<file path="src/rtl/pc_gen.sv">
// pc_gen: fetch PC generator with trap/branch/return redirects and a circular return-address stack.
module pc_gen #(
  parameter int                ADDR_W    = 32,
  parameter logic [ADDR_W-1:0] RESET_VEC = '0,
  parameter logic [ADDR_W-1:0] TRAP_VEC  = ADDR_W'('h100),
  parameter int                STEP      = 4,
  parameter int                RAS_DEPTH = 4
) (
  input  logic              clk,
  input  logic              rst,
  input  logic              stall,
  input  logic              trap,
  input  logic              branch_en,
  input  logic [ADDR_W-1:0] branch,
  input  logic              call,
  input  logic              ret,
  output logic              ce,
  output logic [ADDR_W-1:0] pc,
  output logic [ADDR_W-1:0] pc_plus_step,
  output logic              ras_empty,
  output logic              ras_full,
  output logic              misalign
);
  localparam int PW = $clog2(RAS_DEPTH);
  localparam logic [ADDR_W-1:0] LOW = ADDR_W'(STEP - 1);
  logic [ADDR_W-1:0] pc_q, pc_d, top;
  logic              ce_q, mis_q, mis_d, act, push, pop;
  logic [PW-1:0]     sp_q, sp_d, top_idx, wr_idx;
  logic [PW:0]       cnt_q, cnt_d;
  logic [ADDR_W-1:0] ras_q [RAS_DEPTH];
  assign ce           = ce_q;
  assign pc           = pc_q;
  assign misalign     = mis_q;
  assign pc_plus_step = pc_q + ADDR_W'(STEP);
  assign ras_empty    = cnt_q == '0;
  assign ras_full     = cnt_q == (PW + 1)'(RAS_DEPTH);
  // sp_q is the next free slot; when full it points at the oldest entry, so a push overwrites it
  always_comb begin
    act     = ce_q & ~trap & ~stall;
    push    = act & call;
    pop     = act & ret & ~branch_en & ~ras_empty;
    top_idx = sp_q - PW'(1);
    top     = ras_q[top_idx];
    wr_idx  = pop ? top_idx : sp_q;
    pc_d    = !ce_q     ? pc_q :
              trap      ? TRAP_VEC :
              branch_en ? (branch & ~LOW) :
              pop       ? top :
              stall     ? pc_q : pc_plus_step;
    mis_d   = ce_q & ~trap & branch_en & |(branch & LOW);
    sp_d    = (push & ~pop) ? sp_q + PW'(1) : (pop & ~push) ? top_idx : sp_q;
    cnt_d   = trap                      ? '0 :
              (push & ~pop & ~ras_full) ? cnt_q + (PW + 1)'(1) :
              (pop & ~push)             ? cnt_q - (PW + 1)'(1) : cnt_q;
  end
  always_ff @(posedge clk or negedge rst) begin
    if (!rst) begin
      pc_q  <= RESET_VEC;
      ce_q  <= 1'b0;
      mis_q <= 1'b0;
      sp_q  <= '0;
      cnt_q <= '0;
    end else begin
      pc_q  <= pc_d;
      ce_q  <= 1'b1;
      mis_q <= mis_d;
      sp_q  <= sp_d;
      cnt_q <= cnt_d;
    end
  end
  always_ff @(posedge clk) begin
    if (push) ras_q[wr_idx] <= pc_plus_step;
  end
endmodule

</file>
<file path="config.mk">
export PLATFORM = sky130hd
export DESIGN_NAME = pc_gen
export DESIGN_NICKNAME = d
export VERILOG_FILES = /design/src/rtl/pc_gen.sv
export SDC_FILE = /design/constraint.sdc
export NUM_CORES = 1
export LEC_CHECK = 0
export CAP_MARGIN = 25
export CORE_ASPECT_RATIO = 1.5
export CORE_MARGIN = 2
export CORE_UTILIZATION = 55
export CTS_CLUSTER_SIZE = 20
export DETAILED_ROUTE_END_ITERATION = 8
export PLACE_DENSITY = 0.79
export REMOVE_ABC_BUFFERS = 1
export SKIP_LAST_GASP = 1
export SLEW_MARGIN = 40
export SYNTH_ARGS = -nofsm -noshare
export SYNTH_HDL_FRONTEND = slang
export SYNTH_SLANG_ARGS = --single-unit
export TNS_END_PERCENT = 5
</file>
<file path="constraint.sdc">
create_clock -name clk -period 4.82 [get_ports clk]
set_clock_uncertainty 0.05 [all_clocks]
set_input_delay 1.446 -clock clk [delete_from_list [all_inputs] [get_ports clk]]
set_output_delay 1.446 -clock clk [all_outputs]
set_load 0.01 [all_outputs]
</file>
==> results of run 1 <==
==> what timing repair did <==
item | in CTS | in global routing
gates resized for setup | 1 | 2
hold endpoints to repair | 0 | 0
setup endpoints to repair | 1 | 4
hold buffers | 0 | 0
==> final cells by class <==
cell class              count  area, sq um
clock buffers              18        439.2
clock inverters            14        209.0
fillers                   888         3976
inverters                  11        41.29
multi-input cells         333         2695
flip-flops and latches    167         4823
well taps                 162        202.7
repair buffers            123         1211
==> synth_stat cells (all sizes together), types with 7 or more instances <==
master	n
dfrtp	39
xor2	15
o21ai	28
nand4	7
buf	20
inv	11
nand3	22
edfxtp	128
nor3	10
o221ai	16
and4	8
a21oi	21
nor2	35
and3	12
mux4	32
nand2	41
mux2i	16
xnor2	19
clkbuf	16
==> tightest hold or removal path: stages (launching register included) <==
cell and delay, ns:
dfrtp_1 0.42, nand2_1 0.07, o41ai_1 0.05
==> flip-flops by register name, summed over array words and instances, names as in the netlist <==
signal,count
misalign,1
sp_q,2
ce,1
pc,32
cnt_q,3
ras_q,128
==> how the worst max path moves through the flow <==
stage / endpoint / slack (ns) / cells past startpoint
2_1_floorplan: ras_q[3][0] / -0.17 / 5
3_3_place_gp: ras_q[3][24] / 0.54 / 8
3_5_place_dp: cnt_q[2] / 0.36 / 13
4_1_cts: pc_plus_step[31] / 0.13 / 6
5_1_grt: pc_plus_step[31] / -0.1 / 6
6_report: pc_plus_step[31] / 0.06 / 6
==> per-layer routing <==
metal | vias to the layer above | global-route usage (%) | wire length, microns
li1 | 2325 | - | -
met5 | - | 0 | 0
met2 | 330 | 45.74 | 10220
met3 | 67 | 5.108 | 1540
met1 | 2684 | 34.87 | 7405
met4 | 0 | 12.88 | 775
==> power by group <==
part           leakage [nW]  switching [mW]  internal [mW]  total [mW]
sequential             1.68           0.132           1.64        1.77
combinational          1.41           0.386          0.438       0.824
clock                 0.320           0.586          0.898        1.48
==> cell families after synthesis <==
family / count (synthesis) / share of synthesized area, %
XOR/XNOR: 34 / 3.871
buffers and inverters: 47 / 2.895
AND/OR/NAND/NOR: 154 / 10.33
multiplexers: 48 / 11.45
flip-flops: 167 / 62.64
adder cells (fa/ha/maj): 4 / 0.7482
AO/OA/AOI/OAI: 92 / 8.018
other: 1 / 0.04874
==> stage by stage <==
step / instances / setup slack [ns] / instance area, sq um / util [%]
after floorplan: 511 / -0.1670 / 7512 / -
after global placement: 796 / 0.5362 / 8950 / 65.82
after detailed placement: 796 / 0.3631 / 8957 / 65.87
after CTS: 828 / 0.1252 / 9610 / 70.68
after global routing: 828 / -0.09580 / 9622 / 70.76
final: 828 / 0.05769 / 9622 / 70.76
==> flow_summary.toml, run 1 <==
[critical_path]
worstSetupPathType = "flop to primary output"
reg2reg_depth = 11
crit_chain = "and4_1 > nand4_1 > nor3_4 > nand3_1 > xnor2_1 > clkdlybuf4s50_1"
cp.buffers_inverters = 1
rr_startpoint = "ce"
crit_start = "pc[11]"
crit_family = "simple AND/OR/NAND/NOR gates"
end_kind = "primary output"
crit_arrival_ns = 3.27
cp_max_fo = 9
worstSetupStartpointType = "flop"
cp.required_ns = 3.32
r2r_setup_slack_ns = 1.93
reg2reg_to = "cnt_q[2]"
cp_slowest_cell = "clkdlybuf4s50_1"
critPathMaxStageDelay_ns = 0.63

[finish]
diodes = 0
syn2layout_area_growth_pct = 25.06
final_cell_mix = "edfxtp_1, clkdlybuf4s50_1, nand2_1"
drive_gt1_share_pct = 14.41
fin_nets = 696
final_common_cell = "edfxtp_1"

[floorplanning]
die_w_microns = 100.6
rows = 52
io_pins = 107
dieArea_sq_mm = 0.01497
die_height_microns = 148.9
core_area_sq_mm = 0.01360
initial_core_util_pct = 56.58

[hold_path]
worstHoldPathCells = 2
hold_path_startpoint = "pc[3]"
hold_path_class = "flop to flop"
min_to = "pc[3]"

[synthesis]
mappedNetlistArea_sq_mm = 0.007694
synthCells = 547
yosys-top-cells-area = "edfxtp_1, dfrtp_1, mux4_2, xnor2_1, mux2i_1"
ys_ff_latch = 167
ys.flop_type = "edfxtp_1"
synth_edf_count = 128
synth_top_area_share_pct = 49.96
ys_types = 56
yosysSeqAreaShare_pct = 62.64
avgSynthCellArea_sq_um = 14.07
ys_async_sr_fraction_pct = 23.35
yosys_warnings = 0
synth_top_area_cell = "edfxtp_1"

[timing]
rsz0062_at_grt = "true"
hold_viol = 0
fin_tns_setup_ns = 0
finalCriticalPeriod_ns = 4.762
finalCritPeriodShare_pct = 98.80
hold_ws_ns = 0.5292
setup_viol = 0
timing.fmax_ghz = 0.2100
worst_pin_slew_ns = 0.6964
max-slew-margin-rel_pct = 53.52
slew_violations = 0

[clock_tree]
clk_pin_slew_ns = 0.06
post_cts_buffers = 0
clockBufferDepth = 2
h-tree-depth = 4
cts_tree = "built"
cts_made_buffers = 17
root_buffer = "clkbuf_16"
clock_insertion_delay_worst_skew_ns = 0.42
cts_sinks = 167

[grt]
track_usage_pct = 27.48
grt_first_pass_wirelength_mm = 30.50
grt_pass1_vias = 5567
antenna_found_initial = 0
grt-ovfl-total = 0
grt_max_degree = 40

[outcome]
status = "finished clean"

[route]
vias = 5406
drt_first_pass_iters = 5
viasPerCell = 6.529
totalWireLength_mm = 19.95
ant_nets = 0
drc = 0
routedWlPerCell_microns = 24.09
drt-initial-drc-count = 599

[pwr]
p_leak_nw = 3.418
pwr_density_cell_mw_per_mm2 = 424.1
finalPower_mw = 4.080
peakVddDrop_uv = 305.1

[place]
dp_hpwl_mm = 12.74
place.gp.congestion = 0.8428
port-buffer-count = 106

[flow_run]
max_cap_viol_count = 0
Note: power is estimated with default switching activity, not from simulation.
==> run 2: changes to the inputs <==
CORE_ASPECT_RATIO = not set   (was 1.5)
GPL_TIMING_DRIVEN = 0   (was not set)
==> flow_summary.toml, run 2 (synthesized netlist as in run 1, its figures left out) <==
[grt]
grt_pass1_vias = 5336
grt_first_pass_wirelength_mm = 29.84
track_usage_pct = 27.28
antenna_found_initial = 0
grt_max_degree = 40
grt-ovfl-total = 0

[route]
drc = 0
vias = 5340
viasPerCell = 6.372
totalWireLength_mm = 19.53
routedWlPerCell_microns = 23.31
drt-initial-drc-count = 508
ant_nets = 0
drt_first_pass_iters = 8

[pwr]
combPwrFrac_pct = 19.3
pwr_density_cell_mw_per_mm2 = 412.7
clkPwrFrac_pct = 34.7
finalPower_mw = 3.969
p_sw_share_pct = 26.15
peakVddDrop_uv = 233.9
p_leak_nw = 3.367
power_switching_mw = 1.038
p_int_mw = 2.931
seq_power_share_pct = 46.0

[floorplanning]
core_area_sq_mm = 0.01377
io_pins = 107
die_height_microns = 122.3
rows = 43
initial_core_util_pct = 55.86
die_w_microns = 122.3
dieArea_sq_mm = 0.01495

[critical_path]
r2r_setup_slack_ns = 0.85
critPathMaxStageDelay_ns = 0.62
reg2reg_depth = 11
crit_arrival_ns = 3.19
cp_slowest_cell = "clkdlybuf4s50_1"
cp.buffers_inverters = 1
cp_max_fo = 8
crit_family = "simple AND/OR/NAND/NOR gates"
worstSetupPathType = "flop to primary output"
reg2reg_to = "cnt_q[2]"
crit_start = "pc[6]"
cp.required_ns = 3.32
rr_startpoint = "ce"
worstSetupStartpointType = "flop"
crit_chain = "and4_1 > nand3_1 > nor3_1 > xor2_1 > clkdlybuf4s50_1"
end_kind = "primary output"

[finish]
final_cell_mix = "edfxtp_1, clkdlybuf4s50_1, nand2_1"
drive_gt1_share_pct = 14.13
fillers = 950
top_register = "ras_q"
instances_no_fill = 838
syn2layout_area_growth_pct = 25.00
fin_nets = 688
largest_reg_flops = 128
final_common_cell = "edfxtp_1"
diodes = 0

[timing]
timing.fmax_ghz = 0.2133
max-slew-margin-rel_pct = 44.14
hold_viol = 0
rsz0062_at_grt = "false"
fin_ws_ns = 0.1325
setup_viol = 0
fin_tns_setup_ns = 0
finalCritPeriodShare_pct = 97.25
slew_violations = 0
worst_pin_slew_ns = 0.8379
finalCriticalPeriod_ns = 4.688
hold_ws_ns = 0.5157

[place]
place.gp.congestion = 0.8095
port-buffer-count = 106
dp.cells = 805
pre_cts_slack_ns = -0.6056
dp_hpwl_mm = 12.27

[flow_run]
max_cap_viol_count = 0

[clock_tree]
clk_pin_slew_ns = 0.06
clockBufferDepth = 2
root_buffer = "clkbuf_16"
clock_insertion_delay_worst_skew_ns = 0.43
cts_tree = "built"
cts_made_buffers = 17
cts_sinks = 167
h-tree-depth = 4

[hold_path]
hold_path_class = "flop to flop"
hold_path_startpoint = "pc[3]"
min_to = "pc[3]"
worstHoldPathCells = 2

[outcome]
status = "finished clean"
## run 2: changes by cell type in the layout (fill, tap and decap cells not counted), moves of 2 or more
cell / previous run / this run
clkinv_2: 1 / 3
clkbuf_8: 1 / 6
buf_8: 0 / 5
clkdlybuf4s50_1: 105 / 103
inv_8: 2 / 0
buf_16: 0 / 2
inv_6: 5 / 0
clkinvlp_4: 0 / 2
clkinv_4: 2 / 0
bufinv_16: 4 / 2
buf_4: 16 / 2
clkbuf_1: 0 / 2
## run 2: cell type report
cell class / instances / area, sq um / share of cell area (%)
clock buffer: 25 / 515.5 / 5.360
clock inverter: 7 / 90.09 / 0.9368
inverter: 11 / 41.29 / 0.4294
multi-input combinational: 333 / 2708 / 28.16
sequential: 167 / 4827 / 50.20
tap: 180 / 225.2 / 2.342
timing repair buffer: 115 / 1210 / 12.58
## run 2: worst reg2reg max path: stages (launching register included)
cell and delay (ns):
dfrtp_1 0.89, or4b_4 0.64, nor2_8 0.41, inv_2 0.37, ha_1 0.38, and2_1 0.21, fa_1 0.43, nand3_1 0.11
o21ai_0 0.08, mux2i_1 0.12, o21ai_0 0.10, nor2_1 0.11
## run 2: metal layers
layer	GRT usage [%]	routed length (microns)
met1	37.70	7833
met2	43.37	9807
met3	6.041	1496
met4	9.411	393
met5	0	0
## run 2: power by group through the flow
stage                     Combinational (mW)  Sequential (mW)  Clock, mW
after floorplan                        0.434             1.83          0
after global placement                 0.681             1.89          0
after detailed placement               0.758             1.85          0
after CTS                              0.767             1.83       1.38
after global routing                   0.811             1.84       1.45
final                                  0.766             1.83       1.38
## run 2: through the flow
stage / instance area, sq um / util (%)
3_5_place_dp: 8991 / 65.28
6_report: 9617 / 69.82
5_1_grt: 9617 / 69.82
4_1_cts: 9595 / 69.67
3_3_place_gp: 8798 / 63.88
2_1_floorplan: 7512 / -
## run 2: how the worst max path moves through the flow
stage                             endpoint  slack, ns  cells after the start
final                     pc_plus_step[30]       0.13                      5
after global routing              cnt_q[2]       0.01                     12
after CTS                 pc_plus_step[31]      0.008                      6
after detailed placement          cnt_q[2]      -0.61                     12
after global placement        ras_q[3][18]      -3.08                      6
after floorplan                ras_q[3][0]      -0.17                      5
## run 2: repair_timing
item	CTS	global route
hold buffers	0	0
buffers inserted	0	1
setup endpoints to repair	5	8
resized for setup	1	3
pin swaps	0	1
==> run 3: changes to the inputs <==
clock period = 5.21 ns   (was 4.82 ns; I/O delays follow)
==> flow_summary.toml, run 3 (synthesized netlist as in run 1, its figures left out) <==
[grt]
antenna_found_initial = 0
grt_first_pass_wirelength_mm = 29.84
track_usage_pct = 27.28
grt-ovfl-total = 0
grt_max_degree = 40
grt_pass1_vias = 5336

[timing]
worst_pin_slew_ns = 0.8383
max-slew-margin-rel_pct = 44.11
slew_violations = 0
timing.fmax_ghz = 0.2007
fin_ws_ns = 0.2283
setup_viol = 0
finalCritPeriodShare_pct = 95.62
hold_viol = 0
hold_ws_ns = 0.5157
rsz0062_at_grt = "true"
finalCriticalPeriod_ns = 4.982

[outcome]
status = "finished clean"

[floorplanning]
core_area_sq_mm = 0.01377
io_pins = 107
die_height_microns = 122.3
rows = 43
dieArea_sq_mm = 0.01495
initial_core_util_pct = 55.86
die_w_microns = 122.3

[finish]
largest_reg_flops = 128
drive_gt1_share_pct = 13.55
seq_area_sq_mm = 0.004827
diodes = 0
final_cell_mix = "edfxtp_1, clkdlybuf4s50_1, nand2_1"
final_common_cell = "edfxtp_1"
fillers = 956
syn2layout_area_growth_pct = 24.77
fin_nets = 687
multi_input_area_sq_mm = 0.002694
top_register = "ras_q"

[pwr]
seq_power_share_pct = 46.1
pwr_density_cell_mw_per_mm2 = 382.5
power_switching_mw = 0.9598
combPwrFrac_pct = 19.3
p_leak_nw = 3.362
peakVddDrop_uv = 237.4
clkPwrFrac_pct = 34.6
p_int_mw = 2.712
p_sw_share_pct = 26.14

[clock_tree]
clk_pin_slew_ns = 0.06
cts_tree = "built"
clock_insertion_delay_worst_skew_ns = 0.43
cts_sinks = 167
h-tree-depth = 4
clockBufferDepth = 2
root_buffer = "clkbuf_16"
cts_made_buffers = 17

[route]
highest_layer = "met4"
dr_wl_met3_mm = 1.572
drt-met1-wl_mm = 7.692
totalWireLength_mm = 19.51
vias = 5384
drt_first_pass_iters = 7
wl_met2_mm = 9.857
drt-initial-drc-count = 525
drc = 0
routedWlPerCell_microns = 23.31
ant_nets = 0
viasPerCell = 6.432

[hold_path]
hold_path_class = "flop to flop"
min_to = "pc[3]"
worstHoldPathCells = 2
hold_path_startpoint = "pc[3]"

[critical_path]
cp.required_ns = 3.60
crit_start = "pc[11]"
worstSetupStartpointType = "flop"
r2r_setup_slack_ns = 1.21
end_kind = "primary output"
crit_arrival_ns = 3.37
worstSetupPathType = "flop to primary output"
reg2reg_depth = 11
cp_max_fo = 9
reg2reg_to = "cnt_q[2]"
rr_startpoint = "ce"

[place]
pre_cts_slack_ns = -0.3326
place.gp.congestion = 0.8095
port-buffer-count = 106
dp_hpwl_mm = 12.27

[flow_run]
max_cap_viol_count = 0
[run 3: cell types whose count changed in the layout (fill, tap and decap cells not counted), sizes merged]
cell / before / now
buf: 11 / 10
dlymetal6s2s: 0 / 1
dlygate4sd2: 1 / 0
[run 3: worst max-delay path by stage]
stage                       end  slack [ns]
2_1_floorplan       ras_q[3][0]        0.11
3_3_place_gp       ras_q[3][18]       -2.81
3_5_place_dp           cnt_q[2]       -0.33
4_1_cts                cnt_q[2]         0.1
5_1_grt        pc_plus_step[31]       -0.02
6_report       pc_plus_step[31]        0.23
[run 3: area by class of cell]
| type | count | area share [%] |
|---|---|---|
| clock buffer | 25 | 5.370 |
| clock inverter | 7 | 0.9385 |
| inverter | 11 | 0.4301 |
| multi-input combinational | 333 | 28.06 |
| sequential | 167 | 50.29 |
| tap | 180 | 2.346 |
| timing repair buffer | 114 | 12.57 |
[run 3: power by group through the flow]
| stage | clock network [mW] | registers [mW] | logic (mW) |
|---|---|---|---|
| 2_1_floorplan | 0 | 1.70 | 0.402 |
| 3_3_place_gp | 0 | 1.75 | 0.630 |
| 5_1_grt | 1.34 | 1.70 | 0.751 |
| 3_5_place_dp | 0 | 1.71 | 0.701 |
| 6_report | 1.27 | 1.69 | 0.708 |
| 4_1_cts | 1.28 | 1.69 | 0.710 |
[run 3: timing repair]
item | 4_1_cts | 5_1_grt
setup buffers | 0 | 0
endpoints found under the setup margin | 0 | 2
hold buffers | 0 | 0
endpoints found under the hold margin | 0 | 0
gates resized for setup | 0 | 1
[run 3: per-stage QoR]
step / instance area [sq um] / setup TNS [ns] / power [mW] / utilization, % / std cells
after CTS: 9597 / 0 / 3.677 / 69.68 / 837
after global routing: 9599 / -0.02367 / 3.791 / 69.69 / 837
after floorplan: 7512 / 0 / 2.098 / - / 511
after global placement: 8798 / -249.40 / 2.380 / 63.88 / 797
after detailed placement: 8991 / -4.567 / 2.416 / 65.28 / 805
final: 9599 / 0 / 3.671 / 69.69 / 837
[run 3: layer usage]
layer | up-vias | track usage (%)
met3 | 31 | 6.041
met4 | 0 | 9.411
met5 | - | 0
li1 | 2312 | -
met1 | 2773 | 37.70
met2 | 268 | 43.37
[run 3: worst max-delay path, stage by stage (launching register included)]
cell,delay [ns]
dfrtp_1,0.51
and4_1,0.36
nand4_1,0.41
nor3_1,0.52
nand3_1,0.17
xnor2_1,0.35
clkdlybuf4s50_1,0.62
